**src/rtl/fetch_queue.sv**
```systemverilog
// fetch_queue: circular buffer of instruction bundles between fetch and decode.
// Fetch pushes whole bundles of up to four instructions. Decode pops one
// instruction per accepted cycle, walking the head bundle with a 2-bit index.
//
// Handshakes:
//  - Push: a bundle is taken when bundleValid_i=1 on a rising edge, no flush is
//    active, and either a slot is free or the head bundle retires on that edge.
//    There is no ready on this side. Fetch must stall on full_o. A bundle
//    offered while the queue is full, with no retirement on that edge, is
//    dropped and overflow_o latches.
//  - Pop: an instruction transfers when instValid_o=1 and instReady_i=1 on a
//    rising edge. While instReady_i=0 the pop outputs hold stable.
module fetch_queue #(
    parameter int addressWidth            = 64,
    parameter int instructionWidth        = 32,
    parameter int bundleSize              = 128,
    parameter int PidSize                 = 32,
    parameter int TidSize                 = 64,
    parameter int instructionCounterWidth = 64,
    parameter int depth                   = 4
) (
    input  logic                               clock_i,
    input  logic                               reset_i,
    // push side
    input  logic                               bundleValid_i,
    input  logic [bundleSize-1:0]              bundle_i,
    input  logic [addressWidth-1:0]            bundleAddress_i,
    input  logic [1:0]                         bundleLen_i,
    input  logic [PidSize-1:0]                 bundlePid_i,
    input  logic [TidSize-1:0]                 bundleTid_i,
    input  logic [instructionCounterWidth-1:0] bundleStartMajId_i,
    // control
    input  logic                               flush_i,
    output logic                               full_o,
    output logic                               empty_o,
    output logic                               overflow_o,
    // pop side
    output logic                               instValid_o,
    input  logic                               instReady_i,
    output logic [instructionWidth-1:0]        inst_o,
    output logic [addressWidth-1:0]            instAddress_o,
    output logic [PidSize-1:0]                 instPid_o,
    output logic [TidSize-1:0]                 instTid_o,
    output logic [instructionCounterWidth-1:0] instMajId_o
);

    localparam int PTR_W = $clog2(depth);
    localparam int CNT_W = PTR_W + 1;

    // Slot storage. It has no reset because it is only read while count > 0.
    logic [bundleSize-1:0]              r_bundle [depth];
    logic [addressWidth-1:0]            r_addr   [depth];
    logic [1:0]                         r_len    [depth];
    logic [PidSize-1:0]                 r_pid    [depth];
    logic [TidSize-1:0]                 r_tid    [depth];
    logic [instructionCounterWidth-1:0] r_majid  [depth];

    // Queue bookkeeping.
    logic [PTR_W-1:0] r_head;
    logic [PTR_W-1:0] r_tail;
    logic [CNT_W-1:0] r_count;
    logic [1:0]       r_idx;
    logic             r_overflow;

    logic w_full;
    logic w_empty;
    logic w_pop;
    logic w_retire;
    logic w_push;
    logic w_drop;
    logic [bundleSize-1:0] w_head_bundle;

    // Handshake decode. A retirement frees the head slot on the same edge, so
    // a push into a full queue can still be accepted.
    always_comb begin
        w_full        = (r_count == CNT_W'(depth));
        w_empty       = (r_count == '0);
        w_pop         = !w_empty && instReady_i;
        w_retire      = w_pop && (r_idx == r_len[r_head]);
        w_push        = bundleValid_i && !flush_i && (!w_full || w_retire);
        w_drop        = bundleValid_i && !flush_i && w_full && !w_retire;
        w_head_bundle = r_bundle[r_head];
    end

    // Pointers, occupancy, head instruction index and sticky overflow.
    always_ff @(posedge clock_i or negedge reset_i) begin
        if (!reset_i) begin
            r_head     <= '0;
            r_tail     <= '0;
            r_count    <= '0;
            r_idx      <= 2'd0;
            r_overflow <= 1'b0;
        end else if (flush_i) begin
            // Flush discards all contents. It leaves overflow untouched.
            r_head  <= '0;
            r_tail  <= '0;
            r_count <= '0;
            r_idx   <= 2'd0;
        end else begin
            if (w_push) begin
                r_tail <= r_tail + 1'b1;
            end
            if (w_retire) begin
                r_head <= r_head + 1'b1;
                r_idx  <= 2'd0;
            end else if (w_pop) begin
                r_idx <= r_idx + 2'd1;
            end
            if (w_push && !w_retire) begin
                r_count <= r_count + 1'b1;
            end else if (!w_push && w_retire) begin
                r_count <= r_count - 1'b1;
            end
            if (w_drop) begin
                r_overflow <= 1'b1;
            end
        end
    end

    // Write an accepted bundle into the tail slot.
    always_ff @(posedge clock_i) begin
        if (w_push) begin
            r_bundle[r_tail] <= bundle_i;
            r_addr[r_tail]   <= bundleAddress_i;
            r_len[r_tail]    <= bundleLen_i;
            r_pid[r_tail]    <= bundlePid_i;
            r_tid[r_tail]    <= bundleTid_i;
            r_majid[r_tail]  <= bundleStartMajId_i;
        end
    end

    // Pop outputs are combinational from the head slot at the current index.
    always_comb begin
        instValid_o   = !w_empty;
        inst_o        = w_head_bundle[int'(r_idx) * instructionWidth +: instructionWidth];
        instAddress_o = r_addr[r_head] + addressWidth'({r_idx, 2'b00});
        instPid_o     = r_pid[r_head];
        instTid_o     = r_tid[r_head];
        instMajId_o   = r_majid[r_head] + instructionCounterWidth'(r_idx);
        full_o        = w_full;
        empty_o       = w_empty;
        overflow_o    = r_overflow;
    end

endmodule

```
**config.mk**
```make
export PLATFORM = sky130hd
export DESIGN_NAME = fetch_queue
export DESIGN_NICKNAME = d
export VERILOG_FILES = /design/src/rtl/fetch_queue.sv
export SDC_FILE = /design/constraint.sdc
export NUM_CORES = 1
export LEC_CHECK = 0
export CAP_MARGIN = 25
export CORE_MARGIN = 2
export CORE_UTILIZATION = 55
export DETAILED_ROUTE_END_ITERATION = 16
export PLACE_DENSITY = 0.78
export SYNTH_ARGS = -nofsm -noshare
export SYNTH_HDL_FRONTEND = slang
export SYNTH_SLANG_ARGS = --single-unit
```
**constraint.sdc**
```tcl
create_clock -name clock_i -period 12.1 [get_ports clock_i]
set_input_delay 1.815 -clock clock_i [delete_from_list [all_inputs] [get_ports clock_i]]
set_output_delay 1.815 -clock clock_i [all_outputs]
set_load 0.01 [all_outputs]
```
After elaboration in Yosys (flattened, before gate mapping). Memories as Yosys holds them, arrays and structs flattened. Index checks and enable logic that the tools add are counted.

Multipliers: 0. Bitwise operators: 1. Divide/modulo/power cells: 0. Equality and inequality tests: 2. Order comparisons: 0. Shifts and indexed selects: 1. Add/sub/neg operators: 7. Multiplexer cells: 12. Reductions and logical operators: 20.

Operators with widths (count): $shiftx A128 B8 Y32 (1); $add A64 B2 Y64 (1); $add A64 B4 Y64 (1); $mux W2 (7); $mux W3 (3); $logic_and A1 B1 Y1 (8); $add A2 B1 Y2 const B (3); $reduce_bool A3 Y1 (2); $logic_not A1 Y1 (5); $reduce_bool A2 Y1 (2); $add A3 B1 Y3 const B (1); $eq A3 B3 Y1 const B (1); $logic_not A3 Y1 (1); $sub A3 B1 Y3 const B (1); $eq A2 B2 Y1 (1); $mux W1 (2); $reduce_and A2 Y1 (1); $logic_or A1 B1 Y1 (1); $not A1 Y1 (1).

Memories: 6. Bits in writable memories: 1416. Input bits: 359. Bits in read-only memories: 0. Register bits: 10. Word-level logic and storage cells: 54. Bits in latches: 0.

Memory list: r_bundle (words 4, bits a word 128, rd ports 1, clocked after memory_dff 0, write ports 1, RTL line 51) `logic [bundleSize-1:0] r_bundle [depth];`; r_addr (words 4, bits a word 64, rd ports 1, clocked after memory_dff 0, write ports 1, RTL line 52) `logic [addressWidth-1:0] r_addr [depth];`; r_majid (words 4, bits a word 64, rd ports 1, clocked after memory_dff 0, write ports 1, RTL line 56) `logic [instructionCounterWidth-1:0] r_majid [depth];`; r_tid (words 4, bits a word 64, rd ports 1, clocked after memory_dff 0, write ports 1, RTL line 55) `logic [TidSize-1:0] r_tid [depth];`; r_pid (words 4, bits a word 32, rd ports 1, clocked after memory_dff 0, write ports 1, RTL line 54) `logic [PidSize-1:0] r_pid [depth];`; r_len (words 4, bits a word 2, rd ports 1, clocked after memory_dff 0, write ports 1, RTL line 53) `logic [1:0] r_len [depth];`.

Logic depth before layout (Yosys ltp).
Depth after elaboration: 11. Gate-level depth with buffers: 19. Mapped depth without buffers: 9.

Least setup slack after synthesis. No wires, ideal clock.

Kind: input-to-reg. From: input port instReady_i. To: memory r_addr[0][0], enable pin. Data required time: 11338 ps. Stages: 6. Arrival time: 10631 ps. Setup time: 762 ps. Setup slack: 706 ps. Cell sequence: and2_1 > and3_1 > clkbuf_1 > nor2_1 > nor2_1 > and2_1.

Word-level cells in the longest chain between the ends: 6.

RTL lines: start, declared (RTL line 39) `input logic instReady_i,`; $logic_and A1 B1 Y1 (RTL line 78) `w_pop = !w_empty && instReady_i;`; $logic_and A1 B1 Y1 (RTL line 79) `w_retire = w_pop && (r_idx == r_len[r_head]);`; $logic_or A1 B1 Y1 (RTL line 80) `w_push = bundleValid_i && !flush_i && (!w_full || w_retire);`; $logic_and A1 B1 Y1 (RTL line 80); $mux W1 (RTL line 122) `if (w_push) begin`; $mux W1 (implied by the code) (RTL line 124) `r_addr[r_tail] <= bundleAddress_i;`; end, declared (RTL line 52).

Every way passes these cells.

Worst setup path after layout.
From: register r_head[1]. To: output port instMajId_o[57].

Word-level cells in the longest chain between the ends: 2.

RTL lines: start, declared (RTL line 59) `logic [PTR_W-1:0] r_head;`; start signal, assigned (RTL line 104) `r_head <= r_head + 1'b1;`; $mem_v2 Z4 W64; $add A64 B2 Y64 (RTL line 139) `instMajId_o = r_majid[r_head] + instructionCounterWidth'(r_idx);`; end, declared (RTL line 44) `output logic [instructionCounterWidth-1:0] instMajId_o`.

Every way passes these cells.

==> results.py <==
metrics = {
    "run": {
        "cap_violations": 0,
    },
    "floorplan": {
        "core_area_um2": 99900,
        "placementRows": 116,
        "die_h_um": 321,
        "dieWidth_um": 321,
        "die_area_um2": 103000,
        "top_level_ports": 619,
        "initial_utilization_pct": 55.4,
    },
    "cts": {
        "clk_latency_ps": 740,
        "h-tree-depth": 4,
        "cts_sinks": 1426,
        "cts_setup_buffers": 0,
        "cts_buffers": 145,
        "cts_root_buffer": "clkbuf_16",
        "clock_path_buffers": 3,
        "cts_tree": "built",
        "clkTransAtPathRegs_ps": 60,
        "postCtsHoldBufs": 0,
        "cts_resized": 0,
    },
    "critical_path": {
        "start_kind": "flip-flop",
        "cp_top_family": "simple AND/OR/NAND/NOR gates",
        "cp-end-kind": "output pin",
        "cp_num_buf_inv": 2,
        "path_common_cell": "nand4_1",
        "max_stage_delay_ps": 880,
        "cp_cell_sequence": "buf_12 -> mux4_2 -> ha_1 -> a21o_1 -> nand4_1 -> nor3_2 -> nand4_1 -> nor4_1 -> xor2_1 -> clkdlybuf4s50_1",
        "crit_type": "reg -> out",
        "path_max_fanout": 142,
        "cp_slowest_cell": "dfrtp_4",
        "worstPathRequired_ps": 10280,
        "worstPathArrival_ps": 6130,
    },
    "route": {
        "first_iter_violations": 2710,
        "ant_nets": 0,
        "firstDrtPassIters": 5,
        "avgViaCountPerCell": 5.99,
        "wire_per_inst_um": 28.1,
        "drt-total-wl_mm": 126,
        "via_count": 26900,
        "route.detailed.drc": 0,
    },
    "logic_synthesis": {
        "yosysWarningCount": 0,
        "synth.area.mux_share_pct": 15.9,
        "synth_simple_gate_area_share_pct": 3.05,
        "synth.distinct_cells": 53,
        "syn_inst": 2360,
        "synth-xor-area-share_pct": 2.06,
        "syn_avg_cell_area_um2": 23.4,
        "synthesis.area_um2": 55300,
        "synth_seq_area_share_pct": 77.4,
        "synth-compound-area-share_pct": 0.106,
        "synth_top_family_by_area": "multiplexers",
        "synthAdderAreaFrac_pct": 0.290,
        "syn_nets": 2730,
        "ys_ff_latch": 1426,
    },
    "global_routing": {
        "use_met3_pct": 7.42,
        "grt_pass1_vias": 28100,
        "use_met2_pct": 40.2,
        "globalRouteTotalUtil_pct": 24.4,
        "antenna_found_initial": 36,
        "overflow": 0,
        "top_usage_layer": "met2",
        "grt_pass1_wl_mm": 183,
        "grtUsageMet1_pct": 30.3,
        "grt_max_degree": 162,
    },
    "cells_and_area": {
        "nets": 3423,
        "final_common_cell": "edfxtp_1",
        "final_cell_mix": "edfxtp_1 (1416), clkdlybuf4s50_1 (618), mux4_2 (371)",
        "multi_input_area_um2": 11800,
        "syn_to_final_growth_pct": 22.5,
        "seq_area_um2": 42800,
        "drive_gt1_share_pct": 20.4,
        "final_area_um2": 67700,
        "fillCellCount": 6041,
    },
    "placement": {
        "hpwl_mm": 77.6,
        "place.gp.congestion": 0.900,
        "port_buffers": 618,
        "placed_cell_area_um2": 62800,
        "place_ws_ps": 4760,
    },
    "min_path": {
        "hold_class": "reg -> reg",
    },
    "timing": {
        "setup_tns_ps": 0,
        "setup_ws_ps": 4150,
        "period_share_pct": 65.7,
        "finalMaxSlewViolations": 0,
        "setup_viol": 0,
        "finClkSkew_ps": 21.8,
        "hold_violations": 0,
        "final.min_clock_period_ps": 7950,
        "rsz0062_at_grt": "false",
        "max_freq_mhz": 126,
        "maxSlewHeadroom_pct": 0.358,
        "worst_pin_slew_ps": 1490,
    },
    "power": {
        "p_leak_nw": 21.2,
        "power_density_nw_per_um2": 179,
        "power.total_mw": 12.1,
        "ir_drop_v": 0.000177,
    },
    "status": {
        "status": "finished, final reports clean",
    },
}
## area by class of cell
type | count | area share, %
clock inverter | 79 | 1.37
tap | 1298 | 2.40
clock buffer | 184 | 5.73
sequential | 1426 | 63.2
antenna | 23 | 0.0850
inverter | 25 | 0.139
multi-input combinational | 814 | 17.5
timing repair buffer | 641 | 9.66
## metrics by stage
step,hold WS (ps),util [%],cells
detailed placement,489,62.9,4203
global placement,462,62.9,4201
CTS,505,67.8,4466
finish,496,67.8,4490
global route,550,67.8,4486
floorplan,503,-,2360
## cell families (layout without fill, tap and decap cells)
group	count (synthesis)	in the layout
AO/OA/AOI/OAI	9	9
XOR/XNOR	130	130
adder cells (fa/ha/maj)	11	11
buffers and inverters	120	929
flip-flops	1426	1426
multiplexers	390	390
other	0	23
AND/OR/NAND/NOR	274	274
## synth_stat cells, drive strengths merged
master | count | share of area [%]
inv | 25 | 0.17
buf | 75 | 0.95
nand2b | 3 | 0.034
nor3 | 34 | 0.43
or4 | 3 | 0.061
nand2 | 52 | 0.35
clkbuf | 20 | 0.14
mux4 | 385 | 16
and3b | 1 | 0.016
mux2i | 2 | 0.036
ha | 8 | 0.18
xnor2 | 62 | 0.98
nand3 | 38 | 0.35
mux2 | 3 | 0.061
nand3b | 2 | 0.072
nor2 | 51 | 0.35
a21oi | 2 | 0.018
or3 | 8 | 0.10
a211oi | 1 | 0.014
and3 | 10 | 0.11
nor4 | 15 | 0.31
xor2 | 68 | 1.1
a21o | 2 | 0.027
edfxtp | 1416 | 77
nor3b | 1 | 0.014
or2 | 5 | 0.057
and4 | 9 | 0.14
fa | 3 | 0.11
nor2b | 1 | 0.011
and2 | 11 | 0.12
o21ai | 2 | 0.018
nor4b | 1 | 0.027
o31ai | 1 | 0.014
nand4 | 27 | 0.46
nand4b | 2 | 0.032
dfrtp | 10 | 0.45
a311oi | 1 | 0.016
## final timing paths
| kind | startpoint | endpoint | slack (ps) | cells past startpoint |
|---|---|---|---|---|
| max in group asynchronous | reset_i | r_head[0] | 10310 | 1 |
| max | r_head[1] | instMajId_o[57] | 4150 | 10 |
| min | overflow_o | overflow_o | 500 | 2 |
| max reg2reg | r_head[0] | r_bundle[3][32] | 5600 | 10 |
| min in group asynchronous | reset_i | r_count[2] | 1410 | 1 |
| min reg2reg | overflow_o | overflow_o | 500 | 2 |
## power by group
part	switching [mW]	internal, mW	leakage (nW)	total, mW
Clock	1.81	2.67	2.34	4.48
Sequential	0.0791	5.74	13.0	5.82
Combinational	0.891	0.904	5.84	1.80
## per-layer routing
layer	part of all wire [%]	wire, µm	up-vias
li1	-	-	11400
met1	37	46200	14100
met2	51	64100	1147
met3	8.5	10700	265
met4	3.7	4720	34
met5	0.17	209	-
## state kept, by name, summed over array words and instances, names as in the netlist
name / flops
r_pid: 128
r_head: 2
r_tail: 2
r_addr: 256
r_idx: 2
r_tid: 256
r_count: 3
r_len: 8
overflow_o: 1
r_bundle: 512
r_majid: 256
## worst register-to-register path: cells and delay by family (launching register included)
family / cells / cell delay (ps)
muxes: 1 / 660
DFF: 1 / 1010
and+or+nand+nor: 4 / 1200
xor gates and xnor gates: 1 / 280
buffers and inverters: 4 / 2330
No activity file was read; power rests on OpenSTA's default activity.
==> RTL change 1 (same settings) <==
Register the output `overflow_o`, cleared by the reset; this adds one clock of latency there. The other outputs are not delayed to match.
--- a/src/rtl/fetch_queue.sv
+++ b/src/rtl/fetch_queue.sv
@@ -47,4 +47,6 @@
     localparam int PTR_W = $clog2(depth);
     localparam int CNT_W = PTR_W + 1;
+
+    logic overflow_d;
 
     // Slot storage. It has no reset because it is only read while count > 0.
@@ -140,5 +142,13 @@
         full_o        = w_full;
         empty_o       = w_empty;
-        overflow_o    = r_overflow;
+        overflow_d    = r_overflow;
+    end
+
+    always_ff @(posedge clock_i or negedge reset_i) begin
+        if (!reset_i) begin
+            overflow_o <= '0;
+        end else begin
+            overflow_o <= overflow_d;
+        end
     end
 
Check against the original RTL: not settled (the Yosys comparison gave no result); the edit may change what the design does.
==> RTL change 1 against the original RTL <==
Synthesized area is essentially flat; design area fell by 0.37%; worst setup slack better by 0.41 ns; critical path depth down 2; total power is 2.5% lower; clock power is 7.1% lower; wire length is 0.69% higher; sequential share of layout area rose by 0.27 points; final cell count rose by 0.22%; sequential cell count increased by 1.
==> RTL change 1: results (changes against the original RTL) <==
Power and ir drop
  • Pwr dens: 175 nW/um2 (was 179 nW/um2)
  • Sw Ratio: 0.235 (was 0.230)
  • P_leak: 21.0 nW (was 21.2 nW)
  • Peak supply drop: 191 uV (was 177 uV)
  • P_clk: 4.16 mW (was 4.48 mW)

Die
  • Die X-Extent: 321 um (about the same)

Place
  • Dpl ws: 4.93 ns (was 4.76 ns)
  • Hpwl dp: 79800 um (was 77600 um)
  • Area post-placement: 62900 um2 (was 62800 um2)

Setup path
  • FF-to-FF path depth: 9 (was 10)
  • Critical path data arrival time: 5.72 ns (was 6.13 ns)
  • Crit Reg-Reg Startpoint: r_head[1]$_DFFE_PN0P_ (was r_head[0]$_DFFE_PN0P_)
  • R2r setup slk: 5.97 ns (was 5.60 ns)
  • RR Endpoint: r_majid[2][57]$_DFFE_PP_ (was r_bundle[3][32]$_DFFE_PP_)

Min path
  • Hold path depth: 0 (was 2)
  • Min-delay src: overflow_d$_DFFE_PN0P_ (was overflow_o$_DFFE_PN0P_)
  • Hold Path End: overflow_o$_DFF_PN0_ (was overflow_o$_DFFE_PN0P_)

Cells and area
  • Clk cell area share: 0.0656 (was 0.0710)
  • Non-clk bufs: 654 (was 641)
  • CLK BUF: 171 (was 184)
  • Nets: 3434 (was 3423)
  • Seq/total area: 0.634 (was 0.632)

Logic synthesis
  • Post-synthesis sequential area ratio: 0.774 (about the same)
  • Xor and xnor fraction of the mapped netlist area: 0.0206 (about the same)
  • Syn_nets: 2731 (was 2730)
  • Post-synthesis mux area share: 0.159 (about the same)

Route
  • Met2 wire length: 64500 um (was 64100 um)
  • Met1 wire length: 46500 um (was 46200 um)
  • Met3 Routed Length: 10700 um (about the same)
  • Iteration-0 DRC Markers: 2348 (was 2710)
  • Post-DR vias/cell: 6.04 (was 5.99)

Timing
  • Worst-Margin Slew: 1.10 ns (was 1.49 ns)
  • Clk_skew: 0.0437 ns (was 0.0218 ns)
  • Final setup margin: 4.56 ns (was 4.15 ns)

Global route
  • First-pass GRT wire length: 185000 um (was 183000 um)
  • Vias in the first global route: 28.4k (was 28.1k)
  • Overall routing resource usage: 0.246 (was 0.244)
  • Initial antenna violation count: 45 (was 36)
  • Largest net degree at the start of global routing: 148 (was 162)
  • Met2 Track Usage GR: 0.399 (was 0.402)
  • GRT met3 Usage: 0.0677 (was 0.0742)

Outcome
  • Status: finished clean (unchanged)

Clocking
  • Total CTS buffers: 142 (was 145)
-- RTL change 1: cell types whose count changed after synthesis --
cell | before | now
dfrtp_1 | 10 | 11
-- RTL change 1: worst max-delay path, delay by kind of cell (launching register included) --
family        cells  cell delay, ns
buf+inv           2            1.49
flops             1            0.88
mux               1            0.45
xor+xnor          1            0.19
simple gates      4            1.84
-- RTL change 1: how the worst max path moves through the flow --
stage,start,endpoint
after CTS,r_head[0]$_DFFE_PN0P_,instMajId_o[57]
after global routing,r_head[0]$_DFFE_PN0P_,instMajId_o[57]
after global placement,r_head[0]$_DFFE_PN0P_,instMajId_o[62]
after floorplan,instReady_i,r_addr[0][0]$_DFFE_PP_
after detailed placement,r_head[0]$_DFFE_PN0P_,instMajId_o[60]
final,r_head[1]$_DFFE_PN0P_,instMajId_o[57]
==> RTL change 2 (config.mk and constraints unchanged) <==
Without the edit above. Set the parameter `addressWidth` to 68 (it was 64).
--- a/src/rtl/fetch_queue.sv
+++ b/src/rtl/fetch_queue.sv
@@ -12,5 +12,5 @@
 //    rising edge. While instReady_i=0 the pop outputs hold stable.
 module fetch_queue #(
-    parameter int addressWidth            = 64,
+    parameter int addressWidth            = 68,
     parameter int instructionWidth        = 32,
     parameter int bundleSize              = 128,
Interface: changed (resized bundleAddress_i and instAddress_o); port bits go from 619 to 627. No check against the original RTL was run, so the function may have changed too.
==> RTL change 2 against the original RTL <==
Die area up 1.0%; wire length rose by 1.3%; synthesized area up 1.0%; sequential cell count rose by 16; worst setup slack improved by 0.56 ns; design area rose by 0.87%; count of clock-buffer cells in the layout decreased by 6; critical path depth down 1; total power down 0.20%; critical path type unchanged; via count increased by 1.7%; global-route usage up 0.23 points; synthesized cell count increased by 1.0%.
==> RTL change 2: results (changes against the original RTL) <==
Setup path
  • Critical-path maximum fanout: 97 (was 142)
  • RR Endpoint: r_bundle[3][44]$_DFFE_PP_ (was r_bundle[3][32]$_DFFE_PP_)
  • R2r setup slk: 6.28 ns (was 5.60 ns)
  • CP endpoint: instMajId_o[50] (was instMajId_o[57])
  • Critical path data arrival time: 5.57 ns (was 6.13 ns)
  • Max stage delay on crit path: 0.72 ns (was 0.88 ns)

Clocking
  • Total CTS buffers: 144 (was 145)

Global route
  • Largest net degree at the start of global routing: 157 (was 162)
  • First-pass GRT wire length: 186000 um (was 183000 um)
  • Vias in the first global route: 28.6k (was 28.1k)
  • Met2 Track Usage GR: 0.410 (was 0.402)
  • GRT met3 Usage: 0.0730 (was 0.0742)

Power and ir drop
  • Sw Ratio: 0.230 (about the same)
  • P_leak: 21.2 nW (about the same)
  • Peak supply drop: 170 uV (was 177 uV)

Route
  • First-pass DRT Iterations: 7 (was 5)
  • Iteration-0 DRC Markers: 2481 (was 2710)
  • Met3 Routed Length: 11100 um (was 10700 um)
  • Met2 wire length: 65700 um (was 64100 um)
  • Met1 wire length: 46900 um (was 46200 um)
  • Via count: 27.4k (was 26.9k)

Cells and area
  • Nets: 3468 (was 3423)
  • # fillers: 6036 (was 6041)

Logic synthesis
  • Post-synthesis sequential area ratio: 0.774 (about the same)
  • Xor and xnor fraction of the mapped netlist area: 0.0210 (was 0.0206)
  • Synth Area in Compound Gates: 0.00105 (was 0.00106)
  • Async set-reset flop share out of synthesis: 0.00693 (was 0.00701)
  • EDFF count, synth: 1432 (was 1416)

Place
  • Area post-placement: 63600 um2 (was 62800 um2)
  • Routability-driven placement congestion ratio: 0.919 (was 0.900)
  • Cell count after placement: 4302 (was 4203)
  • Port-buffer cells: 626 (was 618)

Timing
  • Worst-Margin Slew: 1.31 ns (was 1.49 ns)
  • Final setup margin: 4.71 ns (was 4.15 ns)

Outcome
  • Status: finished clean (unchanged)
==> RTL change 2: cell type report <==
cell class	instances	area (um2)	share of cell area
Multi-Input combinational cell	823	11900	0.174
Antenna cell	23	57.6	0.000842
Tap cell	1357	1700	0.0248
Timing Repair Buffer	659	6680	0.0978
Clock buffer	178	3860	0.0565
Sequential cell	1442	43300	0.633
Clock inverter	80	772	0.0113
Inverter	24	90.1	0.00132
==> RTL change 2: power by group through the flow <==
stage / combinational [mW] / clock [mW] / sequential [mW]
2_1_floorplan: 1.02 / 0 / 6.05
3_3_place_gp: 1.81 / 0 / 5.95
5_1_grt: 1.95 / 4.62 / 5.89
3_5_place_dp: 1.84 / 0 / 5.98
6_report: 1.84 / 4.35 / 5.88
4_1_cts: 1.86 / 4.42 / 5.88
==> RTL change 2: worst max-delay path, delay by kind of cell (launching register included) <==
family | cells | cell delay (ns)
buf+inv | 3 | 1.83
simple gates | 4 | 1.27
flops | 1 | 0.72
mux | 1 | 0.44
xor+xnor | 1 | 0.26
